$ cat config.mk
export PLATFORM = sky130hd
export DESIGN_NAME = sync_fifo_param
export DESIGN_NICKNAME = d
export VERILOG_FILES = /design/src/rtl/sync_fifo_pkg.sv /design/src/rtl/fifo_ram_dp.sv /design/src/rtl/sync_fifo_param.sv
export SDC_FILE = /design/constraint.sdc
export NUM_CORES = 1
export LEC_CHECK = 0
export ABC_AREA = 0
export BUFFER_PORTS_ARGS = -buffer_cell sky130_fd_sc_hd__buf_4
export CAP_MARGIN = 20
export CORE_UTILIZATION = 45
export CTS_CLUSTER_DIAMETER = 30
export DETAILED_ROUTE_END_ITERATION = 8
export SYNTH_ARGS = -nofsm -noshare
export SYNTH_HDL_FRONTEND = slang
export SYNTH_HIERARCHICAL = 1
export SYNTH_SLANG_ARGS = --single-unit
$ cat constraint.sdc
create_clock -name clk -period 4.1 [get_ports clk]
set_input_delay 1.23 -clock clk [delete_from_list [all_inputs] [get_ports clk]]
set_output_delay 1.23 -clock clk [all_outputs]
set_load 0.005 [all_outputs]
$ cat src/rtl/sync_fifo_pkg.sv
// Shared constants and width helpers for the parametrised synchronous FIFO.
// Optional build macro: SYNC_FIFO_FWFT_EN (first-word fall-through read port).
package sync_fifo_pkg;

  localparam int DEFAULT_DATA_WIDTH = 8;
  localparam int DEFAULT_DEPTH      = 16;

  // Occupancy type for the default configuration (0..DEPTH needs one extra bit).
  typedef logic [$clog2(DEFAULT_DEPTH):0] count_t;

  // Width of an occupancy counter able to hold 0..depth inclusive.
  function automatic int count_width(input int depth);
    return $clog2(depth) + 1;
  endfunction

endpackage : sync_fifo_pkg

$ cat src/rtl/fifo_ram_dp.sv
// DEPTH x DATA_WIDTH dual-port storage for sync_fifo_param.
// Synchronous write port; read port is registered by default and becomes a
// plain combinational read when SYNC_FIFO_FWFT_EN is defined.
module fifo_ram_dp
  import sync_fifo_pkg::*;
#(
  parameter int DATA_WIDTH = DEFAULT_DATA_WIDTH,
  parameter int DEPTH      = DEFAULT_DEPTH,
  parameter int ADDR_WIDTH = $clog2(DEPTH)
) (
  input  logic                  clk,
  input  logic                  rst_an,
  input  logic                  wr_en,
  input  logic [ADDR_WIDTH-1:0] wr_addr,
  input  logic [DATA_WIDTH-1:0] wr_data,
  input  logic                  rd_en,
  input  logic [ADDR_WIDTH-1:0] rd_addr,
  output logic [DATA_WIDTH-1:0] rd_data
);

  logic [DATA_WIDTH-1:0] mem_q [DEPTH];

  // Write port: storage carries no reset, contents survive flush.
  always_ff @(posedge clk) begin
    if (wr_en) begin
      mem_q[wr_addr] <= wr_data;
    end
  end

`ifdef SYNC_FIFO_FWFT_EN
  // Fall-through: head word is visible without a clock edge.
  logic unused_rd_ctrl;
  assign unused_rd_ctrl = rd_en ^ rst_an;
  assign rd_data        = mem_q[rd_addr];
`else
  logic [DATA_WIDTH-1:0] rd_data_p1;

  // Read stage: capture head word on an accepted pop, hold otherwise.
  always_ff @(posedge clk or negedge rst_an) begin
    if (!rst_an) begin
      rd_data_p1 <= '0;
    end else if (rd_en) begin
      rd_data_p1 <= mem_q[rd_addr];
    end
  end

  assign rd_data = rd_data_p1;
`endif

endmodule : fifo_ram_dp

$ cat src/rtl/sync_fifo_param.sv
// Parametrised single-clock FIFO with registered occupancy count,
// programmable almost-full/almost-empty thresholds, sticky overflow and
// underflow flags, and synchronous flush.
// Optional build macro: SYNC_FIFO_FWFT_EN (first-word fall-through mode).
module sync_fifo_param
  import sync_fifo_pkg::*;
#(
  parameter int DATA_WIDTH = DEFAULT_DATA_WIDTH,
  parameter int DEPTH      = DEFAULT_DEPTH,
  parameter int ADDR_WIDTH = $clog2(DEPTH),
  parameter int AF_LEVEL   = DEPTH - 2,
  parameter int AE_LEVEL   = 2
) (
  input  logic                  clk,
  input  logic                  rst_an,
  input  logic                  flush,
  input  logic                  wr_en,
  input  logic [DATA_WIDTH-1:0] wr_data,
  input  logic                  rd_en,
  output logic [DATA_WIDTH-1:0] rd_data,
  output logic                  rd_valid,
  output logic                  full,
  output logic                  empty,
  output logic                  almost_full,
  output logic                  almost_empty,
  output logic [ADDR_WIDTH:0]   count,
  output logic                  overflow,
  output logic                  underflow
);

  localparam logic [ADDR_WIDTH:0] DEPTH_C = (ADDR_WIDTH+1)'(DEPTH);
  localparam logic [ADDR_WIDTH:0] AF_C    = (ADDR_WIDTH+1)'(AF_LEVEL);
  localparam logic [ADDR_WIDTH:0] AE_C    = (ADDR_WIDTH+1)'(AE_LEVEL);

  logic [ADDR_WIDTH-1:0] wr_ptr_q, wr_ptr_d;
  logic [ADDR_WIDTH-1:0] rd_ptr_q, rd_ptr_d;
  logic [ADDR_WIDTH:0]   count_q, count_d;
  logic                  overflow_q, overflow_d;
  logic                  underflow_q, underflow_d;
  logic                  wr_acc;
  logic                  rd_acc;
  logic [DATA_WIDTH-1:0] ram_rd_data;

  // Occupancy update with clamping at both ends; simultaneous push/pop cancel.
  function automatic logic [ADDR_WIDTH:0] next_count(
    input logic [ADDR_WIDTH:0] cur,
    input logic                push,
    input logic                pop
  );
    logic [ADDR_WIDTH:0] nxt;
    nxt = cur;
    if (push && !pop && (cur != DEPTH_C)) begin
      nxt = cur + 1'b1;
    end else if (pop && !push && (cur != '0)) begin
      nxt = cur - 1'b1;
    end
    return nxt;
  endfunction

  // Flags decode from the registered count only.
  assign full         = (count_q == DEPTH_C);
  assign empty        = (count_q == '0);
  assign almost_full  = (count_q >= AF_C);
  assign almost_empty = (count_q <= AE_C);
  assign count        = count_q;
  assign overflow     = overflow_q;
  assign underflow    = underflow_q;

  // Acceptance uses registered flags; flush blocks both ports.
  assign wr_acc = wr_en && !full  && !flush;
  assign rd_acc = rd_en && !empty && !flush;

  // Next-state for pointers, occupancy and sticky error flags.
  always_comb begin
    wr_ptr_d    = wr_ptr_q;
    rd_ptr_d    = rd_ptr_q;
    count_d     = count_q;
    overflow_d  = overflow_q;
    underflow_d = underflow_q;
    if (flush) begin
      wr_ptr_d    = '0;
      rd_ptr_d    = '0;
      count_d     = '0;
      overflow_d  = 1'b0;
      underflow_d = 1'b0;
    end else begin
      if (wr_acc) begin
        wr_ptr_d = wr_ptr_q + 1'b1;
      end
      if (rd_acc) begin
        rd_ptr_d = rd_ptr_q + 1'b1;
      end
      count_d = next_count(count_q, wr_acc, rd_acc);
      if (wr_en && full) begin
        overflow_d = 1'b1;
      end
      if (rd_en && empty) begin
        underflow_d = 1'b1;
      end
    end
  end

  // Control state registers.
  always_ff @(posedge clk or negedge rst_an) begin
    if (!rst_an) begin
      wr_ptr_q    <= '0;
      rd_ptr_q    <= '0;
      count_q     <= '0;
      overflow_q  <= 1'b0;
      underflow_q <= 1'b0;
    end else begin
      wr_ptr_q    <= wr_ptr_d;
      rd_ptr_q    <= rd_ptr_d;
      count_q     <= count_d;
      overflow_q  <= overflow_d;
      underflow_q <= underflow_d;
    end
  end

  fifo_ram_dp #(
    .DATA_WIDTH (DATA_WIDTH),
    .DEPTH      (DEPTH),
    .ADDR_WIDTH (ADDR_WIDTH)
  ) u_ram (
    .clk     (clk),
    .rst_an  (rst_an),
    .wr_en   (wr_acc),
    .wr_addr (wr_ptr_q),
    .wr_data (wr_data),
    .rd_en   (rd_acc),
    .rd_addr (rd_ptr_q),
    .rd_data (ram_rd_data)
  );

`ifdef SYNC_FIFO_FWFT_EN
  // Head word is shown whenever the FIFO holds data; zero otherwise.
  assign rd_valid = !empty;
  assign rd_data  = rd_valid ? ram_rd_data : '0;
`else
  logic vld_p1;

  // Read stage valid: travels with the registered RAM output.
  always_ff @(posedge clk or negedge rst_an) begin
    if (!rst_an) begin
      vld_p1 <= 1'b0;
    end else begin
      vld_p1 <= rd_acc;
    end
  end

  assign rd_valid = vld_p1;
  assign rd_data  = ram_rd_data;
`endif

endmodule : sync_fifo_param
==> results.tsv <==
stage	metric	value	unit
cells_and_area	n_fill_cell	1071	
hold_path	min_path_type	register to register	
sta	timing.slew.headroom	40.5	%
cells_and_area	layout_common_cells	edfxtp_1 (128), buf_4 (52), nor2_1 (36)	
hold_path	hp-start	overflow	
yosys	synth_area_leader_cell	edfxtp_1	
power	p_int	3070	uW
sta	finalMaxSlewViolations	0	
global_routing	grt_use_met1	23.7	%
route	drt_first_pass_iters	4	
power	p_sw	1110	uW
sta	setup_tns	0	ns
route	ant_nets	0	
power	combPwrFrac	21.1	%
yosys	synthDominantCellAreaShare	61.6	%
worst_setup_path	reg2reg_depth	10	
yosys	syn-instance-count	325	
global_routing	grt_start_max_net_pins	33	
cts	cts_tree	built	
placement	numPortBuffers	32	
worst_setup_path	cp.required	4.43	ns
yosys	synth_nets	344	
cells_and_area	layout-drive-gt1-share	32.1	%
power	power_density	578	nW/um2
cts	post_cts_buffers	0	
sta	final-setup-viol-count	0	
power	power.total	4180	uW
cells_and_area	fin_area	7240	um2
hold_path	holdPathEnd	overflow	
floorplan	die_y	120	um
cells_and_area	final_util	54.0	%
power	ir_drop	292	uV
global_routing	grt.total_usage	18.4	%
yosys	synth-seq-cells	152	
cts	cts-buffers-inserted	17	
global_routing	grt_pass1_vias	3157	
power	seqPwrFrac	45.9	%
cts	cts_root_buf	clkbuf_16	
floorplan	die_w	120	um
cts	clkLatencyLatePin	0.42	ns
floorplan	io_pins	33	
cells_and_area	fin_nets	399	
route	drt_iter0_markers	191	
global_routing	overflow	0	
power	leakage	0.00252	uW
sta	clock_skew	0.00474	ns
route	vias	3093	
sta	hold_violations	0	
cts	cts_buffer_depth	2	
floorplan	rows	42	
worst_setup_path	regToRegSetupSlack	1.05	ns
global_routing	antenna_found_initial	0	
yosys	ys_seq_area_share	71.2	%
sta	finalWorstSetupSlack	1.00	ns
outcome	status	finished clean	
worst_setup_path	r2r_start	count[0]	
cells_and_area	final_common_cell	edfxtp_1	
global_routing	grt_use_met2	29.9	%
yosys	synthesis.area	6240	um2
floorplan	start_util	46.6	%
yosys	synth.avg_cell_area	19.2	um2
worst_setup_path	endpoint_kind	register	
sta	worst_pin_slew	0.892	ns
sta	rsz0062_at_grt	false	
route	viasPerCell	5.44	
worst_setup_path	crit_fanout	17	
sta	min_period	3.10	ns
hold_path	hold_depth	2	
route	drt_wl_total	11.8	mm
yosys	ys.warnings.count	6	
job	max-cap-violations	0	
placement	routabilityCongestion	0.760	
placement	place_area	6720	um2
cts	hold_buffers	0	
route	drc	0	
cells_and_area	syn2layout_area_growth	16.0	%
sta	min_period_over_period	75.5	%
power	swShare	26.5	%
global_routing	met3_usage	3.75	%
floorplan	dieArea	14300	um2
route	routedWlPerCell	20.7	um
cells_and_area	antenna_cells	0	
sta	max_freq	323	MHz
worst_setup_path	arrival	3.42	ns
worst_setup_path	path_class	primary input to register	
cts	cts_max_level	4	
cts	clock-sinks	152	
worst_setup_path	cp-start-kind	primary input	
yosys	synth_cell_types	44	
yosys	ys_top_cells_by_area	edfxtp_1 (62%), dfrtp_1 (9.6%), mux4_2 (9.4%)	
global_routing	grt_pass1_wl	18.5	mm
global_routing	grt-busiest-layer	met2	
placement	dp_slack	0.577	ns
cts	post_cts_resized	0	
placement	dp_hpwl	7.47	mm
cts	clk_pin_slew	0.06	ns
worst_setup_path	reg2reg_to	count[4]	
power	power.share.clock	33.0	%
floorplan	core_region_area	13400	um2
[worst max path at each step]
| stage | from | end | slack (ns) | cells after the start |
|---|---|---|---|---|
| 2_1_floorplan | flush | count[4] | 0.87 | 9 |
| 3_3_place_gp | flush | count[4] | 0.69 | 9 |
| 3_5_place_dp | flush | count[4] | 0.58 | 9 |
| 6_report | flush | count[4] | 1.00 | 9 |
| 5_1_grt | count[1] | count[4] | 0.75 | 10 |
| 4_1_cts | flush | count[4] | 1.01 | 9 |
[metrics by stage]
stage	hold slack [ns]	instances
after global placement	0.488	536
after floorplan	0.486	325
after global routing	0.545	569
after CTS	0.507	569
final	0.504	569
after detailed placement	0.491	537
[worst max-delay path: stages]
cell,delay [ns]
buf_4,0.18
nor3_1,0.43
nand2_1,0.24
fa_1,0.45
a21o_1,0.19
a21o_1,0.17
and3_2,0.21
o21ai_0,0.12
nor3b_1,0.19
[state kept, by name, indices dropped and copies added, names as in the netlist]
register and flops:
u_ram/mem_q 128, count 5, overflow 1, rd_valid 1, rd_ptr_q 4, underflow 1
wr_ptr_q 4, u_ram/rd_data 8
[cells in the mapped netlist]
master	count
inv_1	1
buf_4	2
a21oi_1	5
nand2b_1	3
a31oi_4	1
or3_4	1
and3_2	1
nor3_2	1
buf_12	2
nand3_1	1
edfxtp_1	128
a211oi_1	1
mux4_1	6
o31ai_4	1
dfrtp_1	24
or3b_2	1
mux2i_1	11
o31a_2	1
and2_4	1
ha_1	5
buf_2	2
a21o_1	3
nor2_1	36
o22ai_2	1
o21ai_0	1
fa_1	1
mux4_2	26
o22ai_1	7
clkbuf_1	1
nor3b_1	1
and3_1	1
a221oi_2	8
or2_2	1
and2_1	1
nand3b_1	2
xnor2_1	4
buf_6	6
xor2_1	4
nand4_1	2
nand2_1	6
a31o_2	1
nor3_1	8
xnor2_2	1
buf_1	4
[cell type report]
cell class	count	area (um2)	share of cell area, %
Clock inverter	11	82.6	1.14
Tap cell	176	220	3.04
Sequential cell	152	4440	61.4
Inverter	1	3.75	0.0519
Clock buffer	21	440	6.08
Multi-Input combinational cell	155	1640	22.7
Timing Repair Buffer	53	405	5.60
[layer usage]
| metal | up-vias | wire [um] |
|---|---|---|
| met4 | 0 | 218 |
| met1 | 1587 | 5160 |
| met5 | - | 0 |
| met2 | 69 | 5930 |
| li1 | 1421 | - |
| met3 | 16 | 490 |
[power by group through the flow]
stage | clock network, uW | registers [uW] | logic (uW)
4_1_cts | 1410 | 1920 | 902
6_report | 1380 | 1920 | 884
3_3_place_gp | 0 | 1970 | 850
2_1_floorplan | 0 | 1900 | 653
3_5_place_dp | 0 | 1950 | 895
5_1_grt | 1470 | 1940 | 973
[cell families after synthesis]
kind of cell	share of synthesized area, %
flops	71.2
fa+ha+maj	1.32
xor+xnor	1.38
simple gates	5.15
compound gates	4.77
buf+inv	2.49
mux	13.7
(Power assumes the default switching activity.)
